==> src/rtl/uart_tx_fifo_if.sv <==
// Producer-side handshake of the UART transmitter: write strobe, character,
// and the FIFO status returned to the producer.
interface uart_tx_fifo_if #(
    parameter int DATA_BITS  = 8,
    parameter int FIFO_DEPTH = 4
);
    logic                          i_TX_DV;
    logic [DATA_BITS-1:0]          i_TX_Byte;
    logic                          o_TX_Ready;
    logic [$clog2(FIFO_DEPTH):0]   o_FIFO_Count;

    // Producer (telemetry logic) side
    modport master (
        output i_TX_DV,
        output i_TX_Byte,
        input  o_TX_Ready,
        input  o_FIFO_Count
    );

    // Transmitter side
    modport slave (
        input  i_TX_DV,
        input  i_TX_Byte,
        output o_TX_Ready,
        output o_FIFO_Count
    );
endinterface

==> src/rtl/uart_tx_fifo.sv <==
// UART transmitter with an input FIFO. Configurable character format
// (5..9 data bits, none/even/odd parity, 1 or 2 stop bits). Frames are sent
// back-to-back with no idle gap while the FIFO holds characters.
module uart_tx_fifo #(
    parameter int CLKS_PER_BIT = 217,
    parameter int DATA_BITS    = 8,
    parameter int PARITY       = 0,
    parameter int STOP_BITS    = 1,
    parameter int FIFO_DEPTH   = 4
) (
    input  logic             i_Clock,
    input  logic             i_Rst_n,
    uart_tx_fifo_if.slave    tx_if,
    output logic             o_TX_Active,
    output logic             o_TX_Serial,
    output logic             o_TX_Done
);
    localparam int PTR_W  = $clog2(FIFO_DEPTH);
    localparam int CNT_W  = PTR_W + 1;
    localparam int BAUD_W = $clog2(CLKS_PER_BIT);
    localparam int IDX_W  = $clog2(DATA_BITS);

    localparam logic [BAUD_W-1:0] BAUD_LAST = BAUD_W'(CLKS_PER_BIT - 1);
    localparam logic [IDX_W-1:0]  IDX_LAST  = IDX_W'(DATA_BITS - 1);
    localparam logic [CNT_W-1:0]  CNT_FULL  = CNT_W'(FIFO_DEPTH);
    localparam logic              STOP_LAST = 1'(STOP_BITS - 1);

    typedef enum logic [2:0] {
        S_IDLE   = 3'd0,
        S_START  = 3'd1,
        S_DATA   = 3'd2,
        S_PARITY = 3'd3,
        S_STOP   = 3'd4
    } state_t;

    // ------------------------------------------------------------------
    // FIFO
    // ------------------------------------------------------------------
    logic [DATA_BITS-1:0] fifo_mem [FIFO_DEPTH];
    logic [PTR_W-1:0]     wr_ptr_reg;
    logic [PTR_W-1:0]     rd_ptr_reg;
    logic [CNT_W-1:0]     count_reg;
    logic                 fifo_wr;
    logic                 fifo_pop;
    logic                 fifo_not_empty;
    logic [DATA_BITS-1:0] head_data;
    logic                 head_parity;

    // Ready comes from the registered count, so a pop in the same cycle
    // never opens a slot for a write while full.
    assign tx_if.o_TX_Ready   = (count_reg != CNT_FULL);
    assign tx_if.o_FIFO_Count = count_reg;
    assign fifo_wr            = tx_if.i_TX_DV && (count_reg != CNT_FULL);
    assign fifo_not_empty     = (count_reg != '0);
    assign head_data          = fifo_mem[rd_ptr_reg];
    assign head_parity        = (PARITY == 2) ? ~(^head_data) : (^head_data);

    // Character storage; contents need no reset because the count guards reads
    always_ff @(posedge i_Clock) begin
        if (fifo_wr) begin
            fifo_mem[wr_ptr_reg] <= tx_if.i_TX_Byte;
        end
    end

    // Pointers wrap naturally modulo the power-of-two depth; count tracks occupancy
    always_ff @(posedge i_Clock or negedge i_Rst_n) begin
        if (!i_Rst_n) begin
            wr_ptr_reg <= '0;
            rd_ptr_reg <= '0;
            count_reg  <= '0;
        end else begin
            if (fifo_wr) begin
                wr_ptr_reg <= wr_ptr_reg + 1'b1;
            end
            if (fifo_pop) begin
                rd_ptr_reg <= rd_ptr_reg + 1'b1;
            end
            case ({fifo_wr, fifo_pop})
                2'b10:   count_reg <= count_reg + 1'b1;
                2'b01:   count_reg <= count_reg - 1'b1;
                default: count_reg <= count_reg;
            endcase
        end
    end

    // ------------------------------------------------------------------
    // Transmit FSM and datapath
    // ------------------------------------------------------------------
    state_t               state_reg,    state_next;
    logic [BAUD_W-1:0]    baud_reg,     baud_next;
    logic [IDX_W-1:0]     bit_idx_reg,  bit_idx_next;
    logic                 stop_idx_reg, stop_idx_next;
    logic [DATA_BITS-1:0] shift_reg,    shift_next;
    logic                 parity_reg,   parity_next;
    logic                 serial_reg,   serial_next;
    logic                 active_reg,   active_next;
    logic                 done_reg,     done_next;
    logic                 bit_end;

    assign bit_end     = (baud_reg == BAUD_LAST);
    assign o_TX_Serial = serial_reg;
    assign o_TX_Active = active_reg;
    assign o_TX_Done   = done_reg;

    // State and datapath registers; reset drives the line high without a clock
    always_ff @(posedge i_Clock or negedge i_Rst_n) begin
        if (!i_Rst_n) begin
            state_reg    <= S_IDLE;
            baud_reg     <= '0;
            bit_idx_reg  <= '0;
            stop_idx_reg <= 1'b0;
            shift_reg    <= '0;
            parity_reg   <= 1'b0;
            serial_reg   <= 1'b1;
            active_reg   <= 1'b0;
            done_reg     <= 1'b0;
        end else begin
            state_reg    <= state_next;
            baud_reg     <= baud_next;
            bit_idx_reg  <= bit_idx_next;
            stop_idx_reg <= stop_idx_next;
            shift_reg    <= shift_next;
            parity_reg   <= parity_next;
            serial_reg   <= serial_next;
            active_reg   <= active_next;
            done_reg     <= done_next;
        end
    end

    // Next-state logic; the line level is computed one cycle ahead so it is registered
    always_comb begin
        state_next    = state_reg;
        baud_next     = baud_reg;
        bit_idx_next  = bit_idx_reg;
        stop_idx_next = stop_idx_reg;
        shift_next    = shift_reg;
        parity_next   = parity_reg;
        serial_next   = serial_reg;
        active_next   = active_reg;
        done_next     = 1'b0;
        fifo_pop      = 1'b0;

        case (state_reg)
            S_IDLE: begin
                serial_next = 1'b1;
                active_next = 1'b0;
                baud_next   = '0;
                if (fifo_not_empty) begin
                    fifo_pop    = 1'b1;
                    shift_next  = head_data;
                    parity_next = head_parity;
                    serial_next = 1'b0;
                    active_next = 1'b1;
                    state_next  = S_START;
                end
            end

            S_START: begin
                if (bit_end) begin
                    baud_next    = '0;
                    bit_idx_next = '0;
                    serial_next  = shift_reg[0];
                    state_next   = S_DATA;
                end else begin
                    baud_next = baud_reg + 1'b1;
                end
            end

            S_DATA: begin
                if (bit_end) begin
                    baud_next = '0;
                    if (bit_idx_reg == IDX_LAST) begin
                        if (PARITY != 0) begin
                            serial_next = parity_reg;
                            state_next  = S_PARITY;
                        end else begin
                            serial_next   = 1'b1;
                            stop_idx_next = 1'b0;
                            state_next    = S_STOP;
                        end
                    end else begin
                        bit_idx_next = bit_idx_reg + 1'b1;
                        shift_next   = shift_reg >> 1;
                        serial_next  = shift_reg[1];
                    end
                end else begin
                    baud_next = baud_reg + 1'b1;
                end
            end

            S_PARITY: begin
                if (bit_end) begin
                    baud_next     = '0;
                    serial_next   = 1'b1;
                    stop_idx_next = 1'b0;
                    state_next    = S_STOP;
                end else begin
                    baud_next = baud_reg + 1'b1;
                end
            end

            S_STOP: begin
                if (bit_end) begin
                    baud_next = '0;
                    if (stop_idx_reg == STOP_LAST) begin
                        done_next = 1'b1;
                        if (fifo_not_empty) begin
                            // Gapless: the edge that ends the stop bit starts the next frame
                            fifo_pop    = 1'b1;
                            shift_next  = head_data;
                            parity_next = head_parity;
                            serial_next = 1'b0;
                            state_next  = S_START;
                        end else begin
                            serial_next = 1'b1;
                            active_next = 1'b0;
                            state_next  = S_IDLE;
                        end
                    end else begin
                        stop_idx_next = stop_idx_reg + 1'b1;
                    end
                end else begin
                    baud_next = baud_reg + 1'b1;
                end
            end

            default: begin
                serial_next = 1'b1;
                active_next = 1'b0;
                baud_next   = '0;
                state_next  = S_IDLE;
            end
        endcase
    end
endmodule

==> src/flat_wrapper.sv <==
// flat-port wrapper written by rule: the top's interface ports become plain ports
module uart_tx_fifo_flat 
#(
    parameter int CLKS_PER_BIT = 217,
    parameter int DATA_BITS    = 8,
    parameter int PARITY       = 0,
    parameter int STOP_BITS    = 1,
    parameter int FIFO_DEPTH   = 4
)
  (i_Clock, i_Rst_n, o_TX_Active, o_TX_Serial, o_TX_Done, tx_if_i_TX_DV, tx_if_i_TX_Byte, tx_if_o_TX_Ready, tx_if_o_FIFO_Count);
  uart_tx_fifo_if #(.DATA_BITS(DATA_BITS), .FIFO_DEPTH(FIFO_DEPTH)) tx_if_i ();
  input  logic i_Clock;
  input  logic i_Rst_n;
  output logic o_TX_Active;
  output logic o_TX_Serial;
  output logic o_TX_Done;
  input wire logic [$bits(tx_if_i.i_TX_DV)-1:0] tx_if_i_TX_DV;
  input wire logic [$bits(tx_if_i.i_TX_Byte)-1:0] tx_if_i_TX_Byte;
  output wire logic [$bits(tx_if_i.o_TX_Ready)-1:0] tx_if_o_TX_Ready;
  output wire logic [$bits(tx_if_i.o_FIFO_Count)-1:0] tx_if_o_FIFO_Count;
  assign tx_if_i.i_TX_DV = tx_if_i_TX_DV;
  assign tx_if_i.i_TX_Byte = tx_if_i_TX_Byte;
  assign tx_if_o_TX_Ready = tx_if_i.o_TX_Ready;
  assign tx_if_o_FIFO_Count = tx_if_i.o_FIFO_Count;
  uart_tx_fifo #(.CLKS_PER_BIT(CLKS_PER_BIT), .DATA_BITS(DATA_BITS), .PARITY(PARITY), .STOP_BITS(STOP_BITS), .FIFO_DEPTH(FIFO_DEPTH)) u_core (.i_Clock(i_Clock), .i_Rst_n(i_Rst_n), .tx_if(tx_if_i), .o_TX_Active(o_TX_Active), .o_TX_Serial(o_TX_Serial), .o_TX_Done(o_TX_Done));
endmodule
==> config.mk <==
export PLATFORM = sky130hd
export DESIGN_NAME = uart_tx_fifo_flat
export DESIGN_NICKNAME = d
export VERILOG_FILES = /design/src/rtl/uart_tx_fifo_if.sv /design/src/rtl/uart_tx_fifo.sv /design/src/flat_wrapper.sv
export SDC_FILE = /design/constraint.sdc
export NUM_CORES = 1
export LEC_CHECK = 0
export CORE_ASPECT_RATIO = 0.6
export CORE_MARGIN = 2
export CORE_UTILIZATION = 60
export CTS_BUF_LIST = sky130_fd_sc_hd__clkbuf_4 sky130_fd_sc_hd__clkbuf_8
export CTS_CLUSTER_SIZE = 8
export DETAILED_ROUTE_END_ITERATION = 7
export GPL_TIMING_DRIVEN = 0
export PLACE_DENSITY = 0.83
export SYNTH_ARGS = -nofsm -noshare
export SYNTH_HDL_FRONTEND = slang
export SYNTH_SLANG_ARGS = --single-unit
export TNS_END_PERCENT = 20
==> constraint.sdc <==
create_clock -name i_Clock -period 2.56 [get_ports i_Clock]
set_input_delay 0.512 -clock i_Clock [delete_from_list [all_inputs] [get_ports i_Clock]]
set_output_delay 0.512 -clock i_Clock [all_outputs]
set_load 0.02 [all_outputs]
==> impl_results.md <==
- PortBufs: 17
- Syn Std Cell Area: 2920 µm²
- Power, Total: 2.72 mW
- Num rows: 19
- GRT Util Overall: 0.218
- Avg Cell Area, Syn: 15.4 µm²
- Status: completed
- GP Congestion: 0.781
- Crit path kind: flop to flop
- Via count of the routed design: 1705
- Ys flop type: edfxtp_1
- Worst r2r src: u_core.baud_reg[1]
- Max_cap viols: 0
- Ports: 18
- Worst slew pin tran: 0.724 ns
- CTS tree: built
- CTS Buf Count: 9
- Clk pin slew, worst setup/hold paths: 0.08 ns
- Top-area cell type share of the netlist area: 0.329
- CP max FO: 6
- Final period util: 0.945
- Type of origin of the critical path: flop
- WL final: 5500 µm
- Avg WL per Cell: 18.7 µm
- Area Growth Syn to Fin: 18.9%
- CTS max path bufs: 2
- Seq/Total Area, Yosys: 0.604
- Placed insts: 270
- Final hold violations: 0
- CP arrival: 2.68 ns
- Hold buffers post-CTS: 0
- Max transition margin: 0.517
- Detail Placement HPWL: 3510 µm
- TritonCTS Sinks: 64
- Die area: 5450 µm²
- EDFF count, synth: 32
- Distinct cells, synth: 43
- Seq cells post-synth: 64
- PwrDens: 783 nW/µm²
- P_leak: 1.42 nW
- Synth Net Count: 211
- Starting DRT DRC Count: 200
- Final setup viols: 0
- Insertion delay to the later sink of the worst-skew pair: 0.35 ns
- Worst Path Required: 2.82 ns
- Core ar.: 4640 µm²
- Synth area leader: edfxtp_1
- First-pass GRT wire length: 8250 µm
- Top post-synthesis cells by area: edfxtp_1 (33%), dfrtp_1 (27%), mux4_1 (5.4%), mux2_4 (4.1%), ha_1 (3.9%)
- Max Fclk: 0.413 GHz
- Tightest Hold Check Type: input port to asynchronous set/reset pin
- Via density: 5.80
- Hold Slack: 0.216 ns
- Worst vdd ir: 0.524 mV
- Synth Instances: 190
- Fin nets: 247
- GRT overflow: 0
- Drc violations: 0
- Layout cells sized above 1: 0.273
- Pin count of the biggest net entering global routing: 33
- Reg2reg setup slack: 0.14 ns
- Starting Density: 0.629
- Htree depth: 3
- Die Wd: 94.0 µm
- Drt pass-1 iters: 4
- Final-report max-slew violation count: 0
- Die Y: 58.0 µm
- Ys async rst share: 0.500
- RSZ-0062 raised after global routing: false
- Most common cell in the synthesized netlist: edfxtp_1
- Clock skew after layout: 0.0144 ns
- Clk root buf: clkbuf_8
- Reg2Reg Depth: 11
- Min cycle time layout: 2.42 ns
- Reg2reg end: u_core.tx_if.o_FIFO_Count[2]
- Top cells by count, synth: edfxtp_1 (32), dfrtp_1 (31), nor2_1 (11)
- Antenna cell count: 0
- Flip-flop count of the largest register after layout: 32
- Initial antenna violation count: 0
- Layout Cells excl Fill: 294
- Worst Setup End Kind: flop
- Vias in the first global route: 1641
- Post-route antenna net violation count: 0
- Synth warnings: 0
[worst max-delay path: stages, from the launching register on]
cell and delay, ns:
dfrtp_1 0.42, inv_1 0.07, ha_1 0.13, nand2_1 0.08, or3_4 0.43, a21oi_4 0.21
ha_4 0.16, inv_1 0.05, fa_2 0.33, xor2_1 0.16, nor2_1 0.13, xor2_1 0.16
[cell usage in the layout, fill, tap and decap left out, types with 2 or more instances in the layout]
cell type        instances
a32o_1                   2
and2_1                   2
and3_1                   7
buf_2                    4
buf_4                    9
buf_6                    2
bufinv_16                2
clkbuf_4                 2
clkbuf_8                 9
clkdlybuf4s50_1         16
dfrtp_1                 31
edfxtp_1                32
ha_1                     8
inv_1                   10
mux2_2                   9
mux2_4                   8
mux2i_1                  2
mux4_1                   6
mux4_2                   2
nand2_1                  6
nand3_1                  3
nor2_1                  10
nor3b_1                  4
o21a_1                   2
o21ai_0                  3
or3_4                    2
xnor2_1                  7
xor2_1                   7
[logic make-up after synthesis]
logic type               share of synthesized area
AO/OA/AOI/OAI                               0.0438
XOR/XNOR                                    0.0420
adder cells (fa/ha/maj)                     0.0455
buffers and inverters                       0.0309
flip-flops                                   0.604
multiplexers                                 0.152
AND/OR/NAND/NOR                             0.0811
[through the flow]
step / util / area (µm²) / worst slack (ns) / setup TNS (ns)
after global routing: 0.748 / 3470 / 0.00759 / 0
after detailed placement: 0.683 / 3170 / -0.0705 / -0.0705
after floorplan: - / 2920 / 0.208 / 0
after global placement: 0.683 / 3170 / 0.0619 / 0
final: 0.748 / 3470 / 0.141 / 0
after CTS: 0.736 / 3410 / 0.0368 / 0
[routing by layer]
layer | global-route usage | up-vias | part of all wire | wire length [µm]
met5 | 0 | - | 0 | 0
met4 | 0.0787 | 0 | 0.017 | 91
met3 | 0.104 | 11 | 0.070 | 386
met2 | 0.320 | 55 | 0.47 | 2570
met1 | 0.291 | 867 | 0.45 | 2460
li1 | - | 772 | - | -
[report_power, final]
| part | internal [mW] | switching, mW | total [mW] |
|---|---|---|---|
| logic | 0.199 | 0.247 | 0.446 |
| clock network | 0.570 | 0.394 | 0.964 |
| registers | 1.24 | 0.0660 | 1.30 |
| total | 2.01 | 0.707 | 2.72 |
[how the worst max path moves through the flow]
stage | start | endpoint | cells past startpoint
6_report | u_core.baud_reg[1] | u_core.tx_if.o_FIFO_Count[2] | 11
5_1_grt | u_core.baud_reg[1] | u_core.tx_if.o_FIFO_Count[2] | 11
4_1_cts | u_core.baud_reg[1] | u_core.tx_if.o_FIFO_Count[2] | 12
3_5_place_dp | u_core.baud_reg[0] | u_core.tx_if.o_FIFO_Count[2] | 12
3_3_place_gp | u_core.baud_reg[0] | u_core.tx_if.o_FIFO_Count[2] | 12
2_1_floorplan | u_core.baud_reg[0] | u_core.tx_if.o_FIFO_Count[2] | 12
[layout make-up]
type                       instances  area, µm²
buffer                             6       41.3
clock buffer                      11        139
clock inverter                     5       81.3
fill                             294       1170
inverter                          10       37.5
multi-input combinational        109       1090
sequential                        64       1760
tap                               63       78.8
timing repair buffer              26        233
[timing repair]
item	in CTS	in global routing
cloned	0	0
setup buffers	1	8
pin swaps	1	4
setup endpoints to repair	1	1
gates resized for setup	3	3
Note: power is estimated with default switching activity, not from simulation.
